`src/rtl/mem_reader.sv`:
```
// Burst reader: fetches `count` consecutive words from a combinational-read
// memory starting at `base` and streams them out over a valid/ready port.
module mem_reader #(
  parameter int DW = 32,
  parameter int AW = 5
) (
  input  logic          clk,
  input  logic          rst_n,
  input  logic          start,
  input  logic [AW-1:0] base,
  input  logic [AW:0]   count,
  input  logic          abort,
  output logic [AW-1:0] Dir,
  output logic          Ewr,
  input  logic [DW-1:0] Mdata,
  output logic [DW-1:0] Dout,
  output logic          Dout_valid,
  input  logic          Dout_ready,
  output logic          busy,
  output logic          done
);

  typedef enum logic [1:0] {IDLE, FETCH, HOLD, DONE} state_t;

  localparam logic [AW:0] MAX_CNT = {1'b1, {AW{1'b0}}};

  state_t        state;
  logic [AW-1:0] addr;
  logic [AW:0]   remaining;

  assign Ewr = 1'b0;

  always_ff @(posedge clk or negedge rst_n) begin
    if (!rst_n) begin
      state      <= IDLE;
      addr       <= '0;
      remaining  <= '0;
      Dir        <= '0;
      Dout       <= '0;
      Dout_valid <= 1'b0;
      busy       <= 1'b0;
      done       <= 1'b0;
    end else if (abort && state != IDLE) begin
      state      <= IDLE;
      Dout_valid <= 1'b0;
      busy       <= 1'b0;
      done       <= 1'b0;
    end else begin
      case (state)
        IDLE: begin
          done <= 1'b0;
          if (start) begin
            busy <= 1'b1;
            addr <= base;
            if (count == '0) begin
              remaining <= '0;
              done      <= 1'b1;
              state     <= DONE;
            end else begin
              remaining <= (count > MAX_CNT) ? MAX_CNT : count;
              // Dir is loaded on entry so it already equals addr throughout FETCH.
              Dir       <= base;
              state     <= FETCH;
            end
          end
        end
        FETCH: begin
          Dout       <= Mdata;
          Dout_valid <= 1'b1;
          state      <= HOLD;
        end
        HOLD: begin
          if (Dout_valid && Dout_ready) begin
            Dout_valid <= 1'b0;
            remaining  <= remaining - 1'b1;
            if (remaining == {{AW{1'b0}}, 1'b1}) begin
              done  <= 1'b1;
              state <= DONE;
            end else begin
              addr  <= addr + 1'b1;
              Dir   <= addr + 1'b1;
              state <= FETCH;
            end
          end
        end
        DONE: begin
          done  <= 1'b0;
          busy  <= 1'b0;
          state <= IDLE;
        end
        default: state <= IDLE;
      endcase
    end
  end

endmodule

```
`config.mk`:
```
export PLATFORM = sky130hd
export DESIGN_NAME = mem_reader
export DESIGN_NICKNAME = d
export VERILOG_FILES = /design/src/rtl/mem_reader.sv
export SDC_FILE = /design/constraint.sdc
export NUM_CORES = 1
export LEC_CHECK = 0
export CAP_MARGIN = 30
export CORE_ASPECT_RATIO = 1.4
export CORE_MARGIN = 1
export CORE_UTILIZATION = 25
export DETAILED_ROUTE_END_ITERATION = 10
export HOLD_SLACK_MARGIN = 0.12
export SYNTH_ARGS = -nofsm -noshare
export SYNTH_HDL_FRONTEND = slang
export SYNTH_SLANG_ARGS = --single-unit
```
`constraint.sdc`:
```
create_clock -name clk -period 2.1 [get_ports clk]
set_clock_uncertainty 0.15 [all_clocks]
set_input_delay 0.315 -clock clk [delete_from_list [all_inputs] [get_ports clk]]
set_output_delay 0.315 -clock clk [all_outputs]
set_load 0.03 [all_outputs]
```
==> flow_summary_export.csv, run 1 <==
group,metric,value,unit
route,drt_iter0_drc,59,
yosys,avgSynthCellArea,12.35,sq um
route,dr_wl_met3,356,microns
clocking,cts-root-buf,"clkbuf_16",
route,via_per_inst,4.562,
cells_and_area,final_util,41.73,%
min_path,hp-class,"in -> async",
timing,max_freq,0.4551,GHz
yosys,yosys.area.top_type_share,52.92,%
yosys,synth_area_leader_cell,"dfrtp_1",
yosys,synth_edf_count,0,
yosys,async_flop_share,100.0,%
clocking,clk_pin_slew_worst_paths,0.07,ns
yosys,synth_warnings,0,
clocking,clock_path_buffers,2,
yosys,synthCells,203,
yosys,synth_adder_area_share,3.495,%
worst_setup_path,endpoint_kind,"flip-flop",
timing,setup_viol_count_final,9,
yosys,yosys-top-cells-area,"dfrtp_1 (53%), mux2_2 (19%), ha_1 (3.5%)",
yosys,yosys-mux-area-fraction,19.72,%
route,firstDrtPassIters,4,
timing,rsz0062_at_grt,"true",
timing,fin_crit,2.197,ns
yosys,ys_types,41,
route,drcViolationCount,0,
placement,place_ws,-0.04354,ns
global_route,grt_pass1_vias,2230,
route,top_layer,"met4",
floorplan,io_pins,89,
clocking,cts_tree,"built",
timing,setup_ws,-0.09712,ns
cells_and_area,fin_cells,454,
clocking,htreeDepth,2,
pwr,vdd_drop_max,0.4842,mV
global_route,grt_usage,13.23,%
global_route,grt_max_degree,33,
timing,finalHoldViolCount,0,
placement,dp_hpwl,4949,microns
floorplan,die_w,86.62,microns
yosys,syn_nets,258,
clocking,clock-sinks,53,
route,antenna_left,0,
pwr,clkPwrFrac,14.5,%
timing,finalCritPeriodShare,104.6,%
route,wirelength,6552,microns
yosys,yosys-top-cells-count,"dfrtp_1 (53), mux2_2 (43), nand2_1 (11)",
cells_and_area,area_delta_synth_final,60.11,%
yosys,yosys.area_share.simple,10.63,%
route,dr_wl_met2,3388,microns
worst_setup_path,cp_max_fo,5,
route,wire_per_inst,14.43,microns
placement,place.gp.congestion,0.8029,
timing,slew_violations,0,
worst_setup_path,arrival,2.22,ns
yosys,synth_top_flop_cell,"dfrtp_1",
floorplan,coreArea,9617,sq um
clocking,numCtsBuffers,5,
yosys,synth_top_family_by_area,"multiplexers",
worst_setup_path,rrSetupSlack,-0.1,ns
pwr,powerDensity,1670,nW/um^2
route,wl_met1,2515,microns
pwr,p_sw,2.609,mW
job,cap_violations,0,
yosys,ys_seq_area_share,52.92,%
floorplan,die_h,120.5,microns
pwr,power_frac_comb,57.4,%
floorplan,die_area,10430,sq um
yosys,synth_most_common_cell,"dfrtp_1",
worst_setup_path,cp-start-kind,"flip-flop",
route,route.vias.total,2071,
global_route,grt_pass1_wl,10560,microns
placement,io_buffers,87,
pwr,leakage,1.678,nW
cells_and_area,antenna_cells,0,
worst_setup_path,critPathKind,"reg -> reg",
run_status,status,"complete, but fails checks",
cells_and_area,finalNetCount,376,
floorplan,floorplan.rows,42,
yosys,synth_xor_area_share,1.048,%
yosys,synth_area,2506,sq um
timing,timing.hold.ws,0.3276,ns
pwr,switching_share,38.94,%
floorplan,initial_core_util,26.06,%
global_route,grt_overflow,0,
worst_setup_path,cp_data_required_time,2.12,ns
yosys,synth-seq-cells,53,
cells_and_area,drive_above_1_share,29.50,%
global_route,antenna_found_initial,0,
pwr,sequentialPowerShare,28.1,%
run_status,violations,"setup timing",
yosys,synth-compound-area-share,9.735,%
pwr,p_int,4.092,mW
placement,dp_cells,442,
clocking,clock_latency,0.30,ns
timing,tns,-0.7526,ns
flip-flops by register name (all words and copies together) (netlist names):
register	count
addr	5
Dout_valid	1
done	1
Dir	5
busy	1
state	2
Dout	32
remaining	6
layer usage:
| metal | vias to the layer above | global-route usage (%) |
|---|---|---|
| met1 | 1021 | 14.24 |
| met5 | - | 0 |
| met3 | 23 | 3.823 |
| met2 | 63 | 22.67 |
| li1 | 964 | - |
| met4 | 0 | 7.917 |
critical path: stages, from the launching register on:
cell and delay, ns:
dfrtp_1 0.40, inv_2 0.09, ha_4 0.11, or4b_4 0.45
or3_4 0.44, nand3_4 0.13, mux2_4 0.31
per-stage QoR:
stage          area [sq um]  total power [mW]
3_3_place_gp           3731             5.512
5_1_grt                4013             7.105
4_1_cts                3949             6.686
6_report               4013             6.702
3_5_place_dp           3731             5.601
2_1_floorplan          2507             4.021
power by group through the flow:
| stage | sequential [mW] | combinational (mW) | clock, mW |
|---|---|---|---|
| 6_report | 1.88 | 3.85 | 0.970 |
| 5_1_grt | 1.96 | 4.11 | 1.04 |
| 4_1_cts | 1.88 | 3.80 | 1.00 |
| 3_5_place_dp | 1.89 | 3.71 | 0 |
| 3_3_place_gp | 1.86 | 3.65 | 0 |
| 2_1_floorplan | 2.65 | 1.37 | 0 |
what timing repair did:
item | 4_1_cts | 5_1_grt
buffers inserted | 1 | 2
endpoints found under the setup margin | 10 | 18
hold endpoints to repair | 15 | 0
pin swaps | 0 | 2
resized for setup | 7 | 12
hold buffers | 1 | 0
cells by family (layout without fill, tap and decap cells):
kind of cell,count (synthesis),in the layout
AO/OA/AOI/OAI,35,35
XOR/XNOR,3,3
adder cells (fa/ha/maj),7,7
buffers and inverters,13,132
flip-flops,53,53
multiplexers,44,44
other,1,1
AND/OR/NAND/NOR,47,47
final timing paths:
kind	start	end	depth (start not counted)
max	remaining[1]	Dir[3]	6
min	rst_n	state[1]	2
max reg2reg	remaining[1]	Dir[3]	6
min reg2reg	Dout[3]	Dout[3]	1
max in group asynchronous	rst_n	Dout[14]	3
min in group clk	Dout[3]	Dout[3]	1
layout make-up:
cell class	instances	area, sq um
clock inverters	1	30.03
fillers	928	5604
inverters	6	22.52
repair buffers	118	1126
flip-flops and latches	53	1328
multi-input cells	137	1199
clock buffers	7	142.6
well taps	132	165.2
cell usage in the layout (no fill, tap or decap), types with 2 or more instances in the layout:
master	count
inv_1	4
nand2b_1	2
dfrtp_1	52
nand2_1	11
xor2_1	2
nor2b_1	3
inv_2	2
nor4_1	2
clkdlybuf4s50_1	86
o221ai_1	2
a21oi_1	7
nor3_1	4
buf_12	2
clkbuf_16	5
a211oi_1	2
mux2_2	34
ha_4	2
nand3_1	8
o21ai_0	9
mux2_4	9
nor2_1	9
ha_1	5
a22oi_1	3
buf_4	28
No activity file was read; power rests on OpenSTA's default activity.
==> run 2, diff against run 1 <==
--- a/config.mk
+++ b/config.mk
@@ -7,7 +7,6 @@
 export LEC_CHECK = 0
 export CAP_MARGIN = 30
 export CORE_ASPECT_RATIO = 1.4
-export CORE_MARGIN = 1
 export CORE_UTILIZATION = 25
 export DETAILED_ROUTE_END_ITERATION = 10
 export HOLD_SLACK_MARGIN = 0.12
==> results of run 2 <==
The final DEF is identical to that of run 1; final timing and power are the same.
==> run 3, diff against run 2 <==
--- a/config.mk
+++ b/config.mk
@@ -7,9 +7,10 @@
 export LEC_CHECK = 0
 export CAP_MARGIN = 30
 export CORE_ASPECT_RATIO = 1.4
-export CORE_UTILIZATION = 25
+export CORE_UTILIZATION = 45
 export DETAILED_ROUTE_END_ITERATION = 10
 export HOLD_SLACK_MARGIN = 0.12
+export PLACE_DENSITY = 0.8
 export SYNTH_ARGS = -nofsm -noshare
 export SYNTH_HDL_FRONTEND = slang
 export SYNTH_SLANG_ARGS = --single-unit
==> constraint.sdc (replaced) <==
create_clock -name clk -period 2.34 [get_ports clk]
set_clock_uncertainty 0.15 [all_clocks]
set_input_delay 0.351 -clock clk [delete_from_list [all_inputs] [get_ports clk]]
set_output_delay 0.351 -clock clk [all_outputs]
set_load 0.03 [all_outputs]
==> flow_summary_export.csv, run 3 (same netlist as run 1, synthesis figures left out) <==
group,metric,value,unit
timing,finalCritPeriodShare,95.30,%
worst_setup_path,cp_num_buf_inv,1,
route,route.vias.total,1949,
pwr,leakage,1.505,nW
placement,place_ws,0.1512,ns
floorplan,die_area,5876,sq um
clocking,htreeDepth,2,
worst_setup_path,cp_cell_sequence,"inv_1, ha_1, or4b_4, or3_4, nand3_4, mux2_2",
pwr,p_total,5.244,mW
floorplan,floorplan.rows,31,
pwr,vdd_drop_max,0.7656,mV
cells_and_area,area_delta_synth_final,44.38,%
clocking,clock_latency,0.29,ns
floorplan,io_pins,89,
clocking,cts_hold_buffers,1,
clocking,clock-sinks,53,
clocking,clock_path_buffers,2,
worst_setup_path,crit_family,"simple AND/OR/NAND/NOR gates",
timing,relSlewSlack,60.38,%
timing,setup_viol_count_final,0,
worst_setup_path,critPathKind,"reg -> reg",
cells_and_area,mostFrequentLayoutCells,"clkdlybuf4s50_1 (86), dfrtp_1 (53), mux2_2 (43)",
placement,dp_hpwl,4318,microns
global_route,grt_max_degree,33,
cells_and_area,reg.largest.list,"Dout x32, remaining x6",
worst_setup_path,arrival,2.26,ns
route,wirelength,5614,microns
worst_setup_path,slowest_stage,"or4b_4",
timing,fin_crit,2.230,ns
global_route,gr-usage-met1,22.99,%
clocking,ctsResizeCount,0,
cells_and_area,drive_above_1_share,22.85,%
worst_setup_path,cp_max_fo,5,
global_route,grt.met3_usage,4.545,%
cells_and_area,nFillCells,456,
global_route,antenna_found_initial,0,
placement,place.gp.congestion,0.8573,
route,wire_per_inst,15.26,microns
worst_setup_path,cpPeakStageDelay,0.48,ns
floorplan,die_w,65.07,microns
floorplan,die_h,90.30,microns
timing,slew_violations,0,
floorplan,coreArea,5275,sq um
clocking,cts_setup_buffers,0,
cells_and_area,finalNetCount,358,
clocking,numCtsBuffers,5,
clocking,clk_pin_slew_worst_paths,0.09,ns
worst_setup_path,cp_data_required_time,2.37,ns
worst_setup_path,rrSetupSlack,0.11,ns
clocking,cts_tree,"built",
worst_setup_path,cp-start-kind,"flip-flop",
timing,setup_ws,0.1099,ns
pwr,powerDensity,1449,nW/um^2
timing,finalHoldViolCount,0,
min_path,hp-class,"reg -> reg",
clocking,cts-root-buf,"clkbuf_8",
placement,io_buffers,87,
timing,max_freq,0.4484,GHz
timing,rsz0062_at_grt,"false",
global_route,grt_pass1_wl,9190,microns
global_route,grt_use_met2,36.20,%
route,drcViolationCount,0,
timing,worst_pin_slew,0.5943,ns
run_status,status,"finished, final reports clean",
cells_and_area,final_util,68.60,%
route,drt_iter0_drc,112,
route,firstDrtPassIters,4,
floorplan,initial_core_util,47.51,%
timing,tns,0,ns
worst_setup_path,endpoint_kind,"flip-flop",
route,via_per_inst,5.296,
global_route,grt_overflow,0,
job,cap_violations,0,
cells_and_area,top_register,"Dout",
timing,timing.hold.ws,0.3599,ns
global_route,grt_pass1_vias,2023,
global_route,grt_usage,20.21,%
route,antenna_left,0,
global_route,busiest_layer,"met2",
cells_and_area,layout_commonest_cell,"clkdlybuf4s50_1",
cells_and_area,largest_reg_flops,32,
cells_and_area,antenna_cells,0,
-- run 3: per-stage QoR --
step / area, sq um / std cells
CTS: 3618 / 368
floorplan: 2506 / 203
global placement: 3535 / 361
global route: 3618 / 368
detailed placement: 3535 / 361
finish: 3618 / 368
-- run 3: cell type report --
| class | count | area (sq um) | area share [%] |
|---|---|---|---|
| Clock inverter | 1 | 5.005 | 0.1383 |
| Sequential cell | 53 | 1326 | 36.65 |
| Timing Repair Buffer | 100 | 991.0 | 27.39 |
| Clock buffer | 5 | 68.82 | 1.902 |
| Tap cell | 66 | 82.58 | 2.282 |
| Inverter | 6 | 22.52 | 0.6224 |
| Multi-Input combinational cell | 137 | 1122 | 31.02 |
-- run 3: path summary, 6_finish.rpt --
path	start	end	cells after the start
setup / recovery	remaining[1]	Dir[1]	6
max in group asynchronous	rst_n	Dout[5]	3
min in group asynchronous	rst_n	remaining[2]	2
setup reg to reg	remaining[1]	Dir[1]	6
hold reg to reg	Dout[2]	Dout[2]	1
hold / removal	Dout[2]	Dout[2]	1
-- run 3: routing by layer --
metal / vias up / share of wire [%] / wire length, microns
met5: - / 0 / 0
met4: 0 / 2.2 / 122
met3: 9 / 5.2 / 293
met2: 54 / 54 / 3026
met1: 956 / 39 / 2171
li1: 930 / - / -
-- run 3: power by group --
part / leakage [nW] / internal, mW / switching, mW
Clock: 0.0399 / 0.198 / 0.276
Combinational: 0.838 / 1.51 / 1.57
Sequential: 0.628 / 1.39 / 0.309
Total: 1.51 / 3.09 / 2.15
